### config.mk
export PLATFORM = sky130hd
export DESIGN_NAME = relay_pulse_sequencer
export DESIGN_NICKNAME = d
export VERILOG_FILES = /design/src/rtl/relay_pulse_sequencer.sv
export SDC_FILE = /design/constraint.sdc
export NUM_CORES = 1
export LEC_CHECK = 0
export ABC_AREA = 1
export CAP_MARGIN = 10
export CORE_MARGIN = 3
export CORE_UTILIZATION = 40
export CTS_CLUSTER_SIZE = 28
export DETAILED_ROUTE_END_ITERATION = 12
export PLACE_DENSITY = 0.63
export SETUP_SLACK_MARGIN = 0.5
export SKIP_LAST_GASP = 1
export SYNTH_ARGS = -nofsm -noshare
export SYNTH_HDL_FRONTEND = slang
export SYNTH_SLANG_ARGS = --single-unit
export TNS_END_PERCENT = 30
### constraint.sdc
create_clock -name clk -period 2.3 [get_ports clk]
set_input_delay 0.23 -clock clk [delete_from_list [all_inputs] [get_ports clk]]
set_output_delay 0.23 -clock clk [all_outputs]
set_load 0.01 [all_outputs]
### src/rtl/relay_pulse_sequencer.sv
// Timed H-bridge pulse sequencer for four latching relays: one coil pulse per command, then dead time.
// Optional power-on B-side sweep of all channels is enabled with `define RELAY_POWERON_INIT_EN.
module relay_pulse_sequencer #(
    parameter int PULSE_CYCLES = 625000,
    parameter int DEAD_CYCLES  = 125000
) (
    input  logic       clk,
    input  logic       rst_n,
    input  logic       req_valid,
    output logic       req_ready,
    input  logic [1:0] req_channel,
    input  logic       req_dir,
    output logic       busy,
    output logic       done,
    output logic [3:0] relay_state,
    output logic [3:0] relay_a,
    output logic [3:0] relay_b
);

    localparam int MAX_CYCLES = (PULSE_CYCLES > DEAD_CYCLES) ? PULSE_CYCLES : DEAD_CYCLES;
    localparam int CNT_W      = $clog2(MAX_CYCLES + 1);
    localparam logic [CNT_W-1:0] PULSE_LAST = CNT_W'(PULSE_CYCLES - 1);
    localparam logic [CNT_W-1:0] DEAD_LAST  = CNT_W'(DEAD_CYCLES - 1);
    localparam logic [CNT_W-1:0] CNT_ONE    = CNT_W'(1);

`ifdef RELAY_POWERON_INIT_EN
    typedef enum logic [1:0] {S_IDLE = 2'd0, S_DRIVE = 2'd1, S_DEAD = 2'd2, S_INIT = 2'd3} state_t;
    localparam state_t RST_STATE = S_INIT;
`else
    typedef enum logic [1:0] {S_IDLE = 2'd0, S_DRIVE = 2'd1, S_DEAD = 2'd2} state_t;
    localparam state_t RST_STATE = S_IDLE;
`endif

    state_t           r_state, w_state_nxt;
    logic [CNT_W-1:0] r_count, w_count_nxt;
    logic [1:0]       r_ch, w_ch_nxt;
    logic             r_dir, w_dir_nxt;
    logic             r_ready, r_busy, r_done;
    logic [3:0]       r_relay_state, r_relay_a, r_relay_b;
    logic             w_pulse_end, w_dead_end;
    logic [3:0]       w_onehot_nxt;
    logic             w_suppress_done;

`ifdef RELAY_POWERON_INIT_EN
    logic r_init, w_init_nxt;
    assign w_suppress_done = r_init;
`else
    assign w_suppress_done = 1'b0;
`endif

    assign w_pulse_end  = (r_state == S_DRIVE) && (r_count == PULSE_LAST);
    assign w_dead_end   = (r_state == S_DEAD) && (r_count == DEAD_LAST);
    assign w_onehot_nxt = 4'b0001 << w_ch_nxt;

    always_comb begin
        w_state_nxt = r_state;
        w_count_nxt = r_count;
        w_ch_nxt    = r_ch;
        w_dir_nxt   = r_dir;
`ifdef RELAY_POWERON_INIT_EN
        w_init_nxt  = r_init;
`endif
        case (r_state)
            S_IDLE: begin
                if (req_valid && r_ready) begin
                    w_state_nxt = S_DRIVE;
                    w_ch_nxt    = req_channel;
                    w_dir_nxt   = req_dir;
                    w_count_nxt = '0;
                end
            end
            S_DRIVE: begin
                if (w_pulse_end) begin
                    w_state_nxt = S_DEAD;
                    w_count_nxt = '0;
                end else begin
                    w_count_nxt = r_count + CNT_ONE;
                end
            end
            S_DEAD: begin
                if (w_dead_end) begin
                    w_state_nxt = S_IDLE;
                    w_count_nxt = '0;
`ifdef RELAY_POWERON_INIT_EN
                    // Power-on sweep chains straight into the next channel's pulse.
                    if (r_init && (r_ch != 2'd3)) begin
                        w_state_nxt = S_DRIVE;
                        w_ch_nxt    = r_ch + 2'd1;
                        w_dir_nxt   = 1'b0;
                    end else begin
                        w_init_nxt  = 1'b0;
                    end
`endif
                end else begin
                    w_count_nxt = r_count + CNT_ONE;
                end
            end
`ifdef RELAY_POWERON_INIT_EN
            S_INIT: begin
                w_state_nxt = S_DRIVE;
                w_ch_nxt    = 2'd0;
                w_dir_nxt   = 1'b0;
                w_count_nxt = '0;
                w_init_nxt  = 1'b1;
            end
`endif
            default: begin
                w_state_nxt = S_IDLE;
                w_count_nxt = '0;
            end
        endcase
    end

    // Outputs are registered from next-state values so they line up with the state they describe.
    always_ff @(posedge clk) begin
        if (!rst_n) begin
            r_state       <= RST_STATE;
            r_count       <= '0;
            r_relay_a     <= 4'h0;
            r_relay_b     <= 4'h0;
            r_relay_state <= 4'h0;
            r_done        <= 1'b0;
`ifdef RELAY_POWERON_INIT_EN
            r_init        <= 1'b0;
            r_ready       <= 1'b0;
            r_busy        <= 1'b1;
`else
            r_ready       <= 1'b1;
            r_busy        <= 1'b0;
`endif
        end else begin
            r_state   <= w_state_nxt;
            r_count   <= w_count_nxt;
            r_relay_a <= (w_state_nxt == S_DRIVE && w_dir_nxt)  ? w_onehot_nxt : 4'h0;
            r_relay_b <= (w_state_nxt == S_DRIVE && !w_dir_nxt) ? w_onehot_nxt : 4'h0;
            if (w_pulse_end) begin
                r_relay_state[r_ch] <= r_dir;
            end
            r_done    <= w_pulse_end && !w_suppress_done;
            r_ready   <= (w_state_nxt == S_IDLE);
            r_busy    <= (w_state_nxt != S_IDLE);
`ifdef RELAY_POWERON_INIT_EN
            r_init    <= w_init_nxt;
`endif
        end
    end

    always_ff @(posedge clk) begin
        r_ch  <= w_ch_nxt;
        r_dir <= w_dir_nxt;
    end

    assign req_ready   = r_ready;
    assign busy        = r_busy;
    assign done        = r_done;
    assign relay_state = r_relay_state;
    assign relay_a     = r_relay_a;
    assign relay_b     = r_relay_b;

endmodule
== Word level (Yosys, flattened, before mapping) ==
Cells that the tools add are included.
Cells by class
  add/subtract/negate cells: 1
  $lt $le $gt $ge: 2
  reductions and logical operators: 12
  bitwise gates (word level): 0
  $mul: 0
  eq/ne operators: 6
  shift-type cells: 1
  divide/modulo/power cells: 0
  multiplexer cells: 15
Operators by type and width (count)
  two-way mux 20 bit: 3
  case mux 20 bit (3 select lines): 1
  adder 20 x 1 -> 20 bit, second input constant: 1
  == test 20 x 17 -> 1 bit, second input constant: 1
  == test 20 bit, second input constant: 1
  two-way mux 2 bit: 5
  logical AND 1 bit: 6
  case mux 2 bit (3 select lines): 1
  bitwise mux 4 bit: 1
  == test 2 x 1 -> 1 bit, second input constant: 2
  logical NOT 2 bit: 2
  AND reduction 2 bit: 2
  << shifter 1 x 2 -> 4 bit, first input constant: 1
  < comparator 2 x 3 -> 1 bit, second input constant: 1
  two-way mux 1 bit: 3
  demux 1 bit (select 2 bit): 1
  == test 2 bit, second input constant: 1
  greater-or-equal comparator 2 x 1 -> 1 bit, second input constant: 1
  != test 2 bit, second input constant: 1
  nonzero test 2 bit: 1
  logical NOT 1 bit: 1
Storage, ports and cells
  output and inout port bits: 15
  bits in latches: 0
  word-level logic and storage cells: 47
  ROM bits: 0
  bits in writable memories: 0
  register bits: 40
  memories kept: 0

== Depth between registers and ports, before layout ==
  depth in word-level cells: 7
  mapped depth: 11

== Worst setup path before layout ==
Ideal clock, no wire load.
  path kind: flip-flop to flip-flop
  start point: register r_state[1]
  end point: register r_count[12]
  path buffers: 1
  data arrival time: 1.424 ns
  cell stages (with the launch flop): 11
  setup time: 0.134 ns
  path slack: 0.742 ns
  data required time: 2.166 ns
  path through: dfxtp_1 inv_1 ha_1 nand3_1 nor2_2 nand3_4 nand2_2 nand2_2 buf_6 nand3b_1 a21oi_1
On the way
  cells in the longest elaborated chain, start to end: 4
Ends and longest elaborated chain
  start, declared: RTL line 34  | state_t r_state, w_state_nxt;
  start signal, assigned: RTL line 132  | r_state <= w_state_nxt;
  == test 2 bit or == test 2 x 1 -> 1 bit (tied branches): RTL line 52, 63, 51
  logical AND 1 bit (on tied branches): RTL line 52, 51
  two-way mux 20 bit (on tied branches): RTL line 81, 73
  case mux 20 bit (3 select lines): RTL line 63  | case (r_state)
  end signal, assigned: RTL line 133  | r_count <= w_count_nxt;
  end, declared: RTL line 35  | logic [CNT_W-1:0] r_count, w_count_nxt;
Several ways; a longest one is shown, not always the timed one.
A chain may end at the register's enable or synchronous reset.

== Worst setup path after layout ==
  start point: register r_state[1]
  end point: register r_ready (netlist: req_ready)
On the way
  cells in the longest elaborated chain, start to end: 5
Ends and longest elaborated chain
  == test 2 bit or == test 2 x 1 -> 1 bit (tied branches): RTL line 52, 63, 51
  logical AND 1 bit (on tied branches): RTL line 52, 51
  two-way mux 2 bit (on tied branches): RTL line 81, 73
  case mux 2 bit (3 select lines) (*): RTL line 63
  logical NOT 2 bit (*): RTL line 140  | r_ready <= (w_state_nxt == S_IDLE);
  end signal, assigned: RTL line 140
  end, declared: RTL line 38  | logic r_ready, r_busy, r_done;
Every way passes the cells marked *; elsewhere a longest branch is shown, timed or not.

==> results.sh <==
export IMPL_status="finished, final reports clean"
export IMPL_cp_num_buf_inv=2
export IMPL_rows=26
export IMPL_grt_pass1_vias=1805
export IMPL_min_path_cells=2
export IMPL_clock_latency_ps=290
export IMPL_path_clk_slew_ps=80
export IMPL_yosys_register_bits=40
export IMPL_n_antenna_cell=0
export IMPL_cts_hold_buffers=0
export IMPL_pre_cts_ws_ps=348
export IMPL_rrSetupSlack_ps=630
export IMPL_drt_first_pass_iters=4
export IMPL_cp_start_kind="flop"
export IMPL_synth_fp_nets=317
export IMPL_fmax_mhz=597
export IMPL_powerDensity_mw_per_mm2=602
export IMPL_cp_endpoint="req_ready"
export IMPL_die_x_um=81.3
export IMPL_skew_ps=5.01
export IMPL_yosysUniqueCellTypes=33
export IMPL_final_hold_viol_count=0
export IMPL_critical_path_slowest_cell="dfxtp_1"
export IMPL_critPathLaunch="r_state[1]"
export IMPL_yosysTopAreaCellShare_pct=35.3
export IMPL_drive_gt1_share_pct=20.2
export IMPL_place_gp_congestion=0.928
export IMPL_dp_cells=388
export IMPL_fin_cells=397
export IMPL_track_usage_pct=16.2
export IMPL_clkSinkCount=40
export IMPL_drv_slew=0
export IMPL_grt_pass1_wl_mm=8.48
export IMPL_swShare_pct=28.6
export IMPL_overflow=0
export IMPL_root_buffer="clkbuf_8"
export IMPL_dp_hpwl_mm=3.57
export IMPL_drc=0
export IMPL_layout_commonest_cell="nand2_1"
export IMPL_min_period_ps=1670
export IMPL_path_cells="inv_1 -> ha_4 -> nand3_1 -> nor2_2 -> nand3_4 -> a21oi_4 -> nand2_4 -> o21ai_4 -> inv_2"
export IMPL_maxCapViolations=0
export IMPL_grt_max_degree=21
export IMPL_cts_inserted_buffers=5
export IMPL_rsz0062_at_grt="true"
export IMPL_crit_type="reg2reg"
export IMPL_clockBufferDepth=2
export IMPL_worst_setup_path_end_kind="flop"
export IMPL_cp_depth=9
export IMPL_syn_inst=306
export IMPL_io_pins=21
export IMPL_via_per_inst=4.95
export IMPL_crit_family="simple AND/OR/NAND/NOR gates"
export IMPL_tns_ps=0
export IMPL_leakagePower_nw=0.934
export IMPL_syn_area_per_cell_um2=7.40
export IMPL_dpl_instance_area_mm2=0.00249
export IMPL_min_period_over_period_pct=72.8
export IMPL_setup_viol=0
export IMPL_core_region_area_mm2=0.00530
export IMPL_combPwrFrac_pct=17.8
export IMPL_final_nets=337
export IMPL_multi_input_area_mm2=0.00128
export IMPL_internal_power_mw=1.14
export IMPL_power_switching_mw=0.459
export IMPL_regArea_um2=801
export IMPL_wl_per_cell_um=12.4
export IMPL_synth_seq_area_share_pct=35.3
export IMPL_drt_initial_drc_count=109
export IMPL_wl_mm=4.91
export IMPL_area_delta_synth_final_pct=17.5
export IMPL_yosys_area_top_type="dfxtp_1"
export IMPL_crit_path_max_fanout=6
export IMPL_synth_area_mm2=0.00227
export IMPL_start_util_pct=42.7
export IMPL_r2r_end="req_ready"
export IMPL_yosysWarningCount=0
export IMPL_irDropWorstVdd_v=0.000418
export IMPL_cts_tree="yes"
export IMPL_vias=1965
export IMPL_reg2reg_from="r_state[1]"
export IMPL_worstHoldPathType="reg2reg"
export IMPL_finalWorstSetupSlack_ps=626
export IMPL_power_share_sequential_pct=46.3
export IMPL_die_area_mm2=0.00660
export IMPL_slew_headroom_pct=73.1
export IMPL_synth_area_leaders="dfxtp_1 (35%), nand2_1 (9.8%), nand3_1 (5.5%), a21oi_1 (4.6%), nor3_1 (4.4%)"
export IMPL_portBuffers=20
export IMPL_worstPathArrival_ps=1860
export IMPL_clkPwrFrac_pct=35.9
export IMPL_fillers=508
export IMPL_fin_area_mm2=0.00266
export IMPL_worst_pin_slew_ps=400
export IMPL_ant_nets=0
export IMPL_layout_common_cells="nand2_1 (59), dfxtp_1 (40), inv_1 (25), nand3_1 (25), a21oi_1 (21)"
export IMPL_cts_htree_levels=2
export IMPL_antenna_found_initial=0
export IMPL_max_stage_delay_ps=330
export IMPL_critPathRequiredTime_ps=2490
export IMPL_reg2regPathDepth=9
export IMPL_die_h_um=81.3
-- sequential cells by signal (all words and copies together) (netlist names), 2 cells and up --
name,count
r_state,2
r_count,20
relay_state,4
r_ch,2
relay_a,4
relay_b,4
-- cells in the mapped netlist, drive strengths merged --
master and number:
nand4 8, xnor2 1, nand2 73, o21bai 1
nand3 30, nor3 20, inv 33, dfxtp 40
nor2 32, or2 1, o21ai 16, xor2 5
a21oi 25, ha 5, clkbuf 1, nand3b 2
a211oi 1, buf 12
-- worst min path at each step --
stage	from	endpoint	slack (ps)
final	r_count[18]	r_count[18]	490
after floorplan	rst_n	r_count[11]	370
after CTS	r_count[19]	r_count[19]	500
after global routing	r_count[19]	r_count[19]	510
after global placement	r_count[1]	r_count[1]	480
after detailed placement	r_count[19]	r_count[19]	480
-- timing repair --
action / 4_1_cts / 5_1_grt
resized for setup: 2 / 6
endpoints found under the setup margin: 20 / 31
pin swaps: 0 / 1
buffers inserted: 0 / 1
-- metrics by stage --
step	total power, mW	utilization [%]	hold WS, ps
2_1_floorplan	0.942	-	368
3_5_place_dp	1.02	46.9	483
5_1_grt	1.68	50.2	512
6_report	1.60	50.2	489
3_3_place_gp	1.02	46.9	482
4_1_cts	1.60	49.2	495
-- power by group through the flow --
| stage | combinational (mW) | clock [mW] | sequential, mW |
|---|---|---|---|
| floorplan | 0.181 | 0 | 0.761 |
| global placement | 0.263 | 0 | 0.756 |
| detailed placement | 0.264 | 0 | 0.756 |
| CTS | 0.270 | 0.586 | 0.740 |
| global route | 0.320 | 0.615 | 0.746 |
| finish | 0.286 | 0.576 | 0.741 |
-- routing by layer --
layer  global-route usage, %  part of all wire [%]
met1                    22.3                    49
met4                    4.56                  0.81
met5                       0                     0
met2                    25.2                    46
met3                    3.77                   4.3
-- cells by family (layout without fill, tap and decap cells) --
logic type / Yosys count / after routing / synth area share, %
and+or+nand+nor: 166 / 166 / 38.2
buffers and inverters: 46 / 67 / 10.0
AOI/OAI and AO/OA: 43 / 43 / 11.4
DFF: 40 / 40 / 35.3
xor gates and xnor gates: 6 / 6 / 2.32
adders and majority gates: 5 / 5 / 2.76
-- worst register-to-register path, cell delays in order (launching register included) --
cell	delay (ps)
dfxtp_1	330
inv_1	170
ha_4	190
nand3_1	120
nor2_2	170
nand3_4	150
a21oi_4	170
nand2_4	100
o21ai_4	140
inv_2	40
-- final cells by class --
class,count,area share [%]
inverters,33,4.65
flip-flops and latches,40,30.1
clock buffers,5,2.58
repair buffers,26,9.68
clock inverters,3,1.60
well taps,70,3.29
multi-input cells,220,48.1
Note: power is estimated with default switching activity, not from simulation.
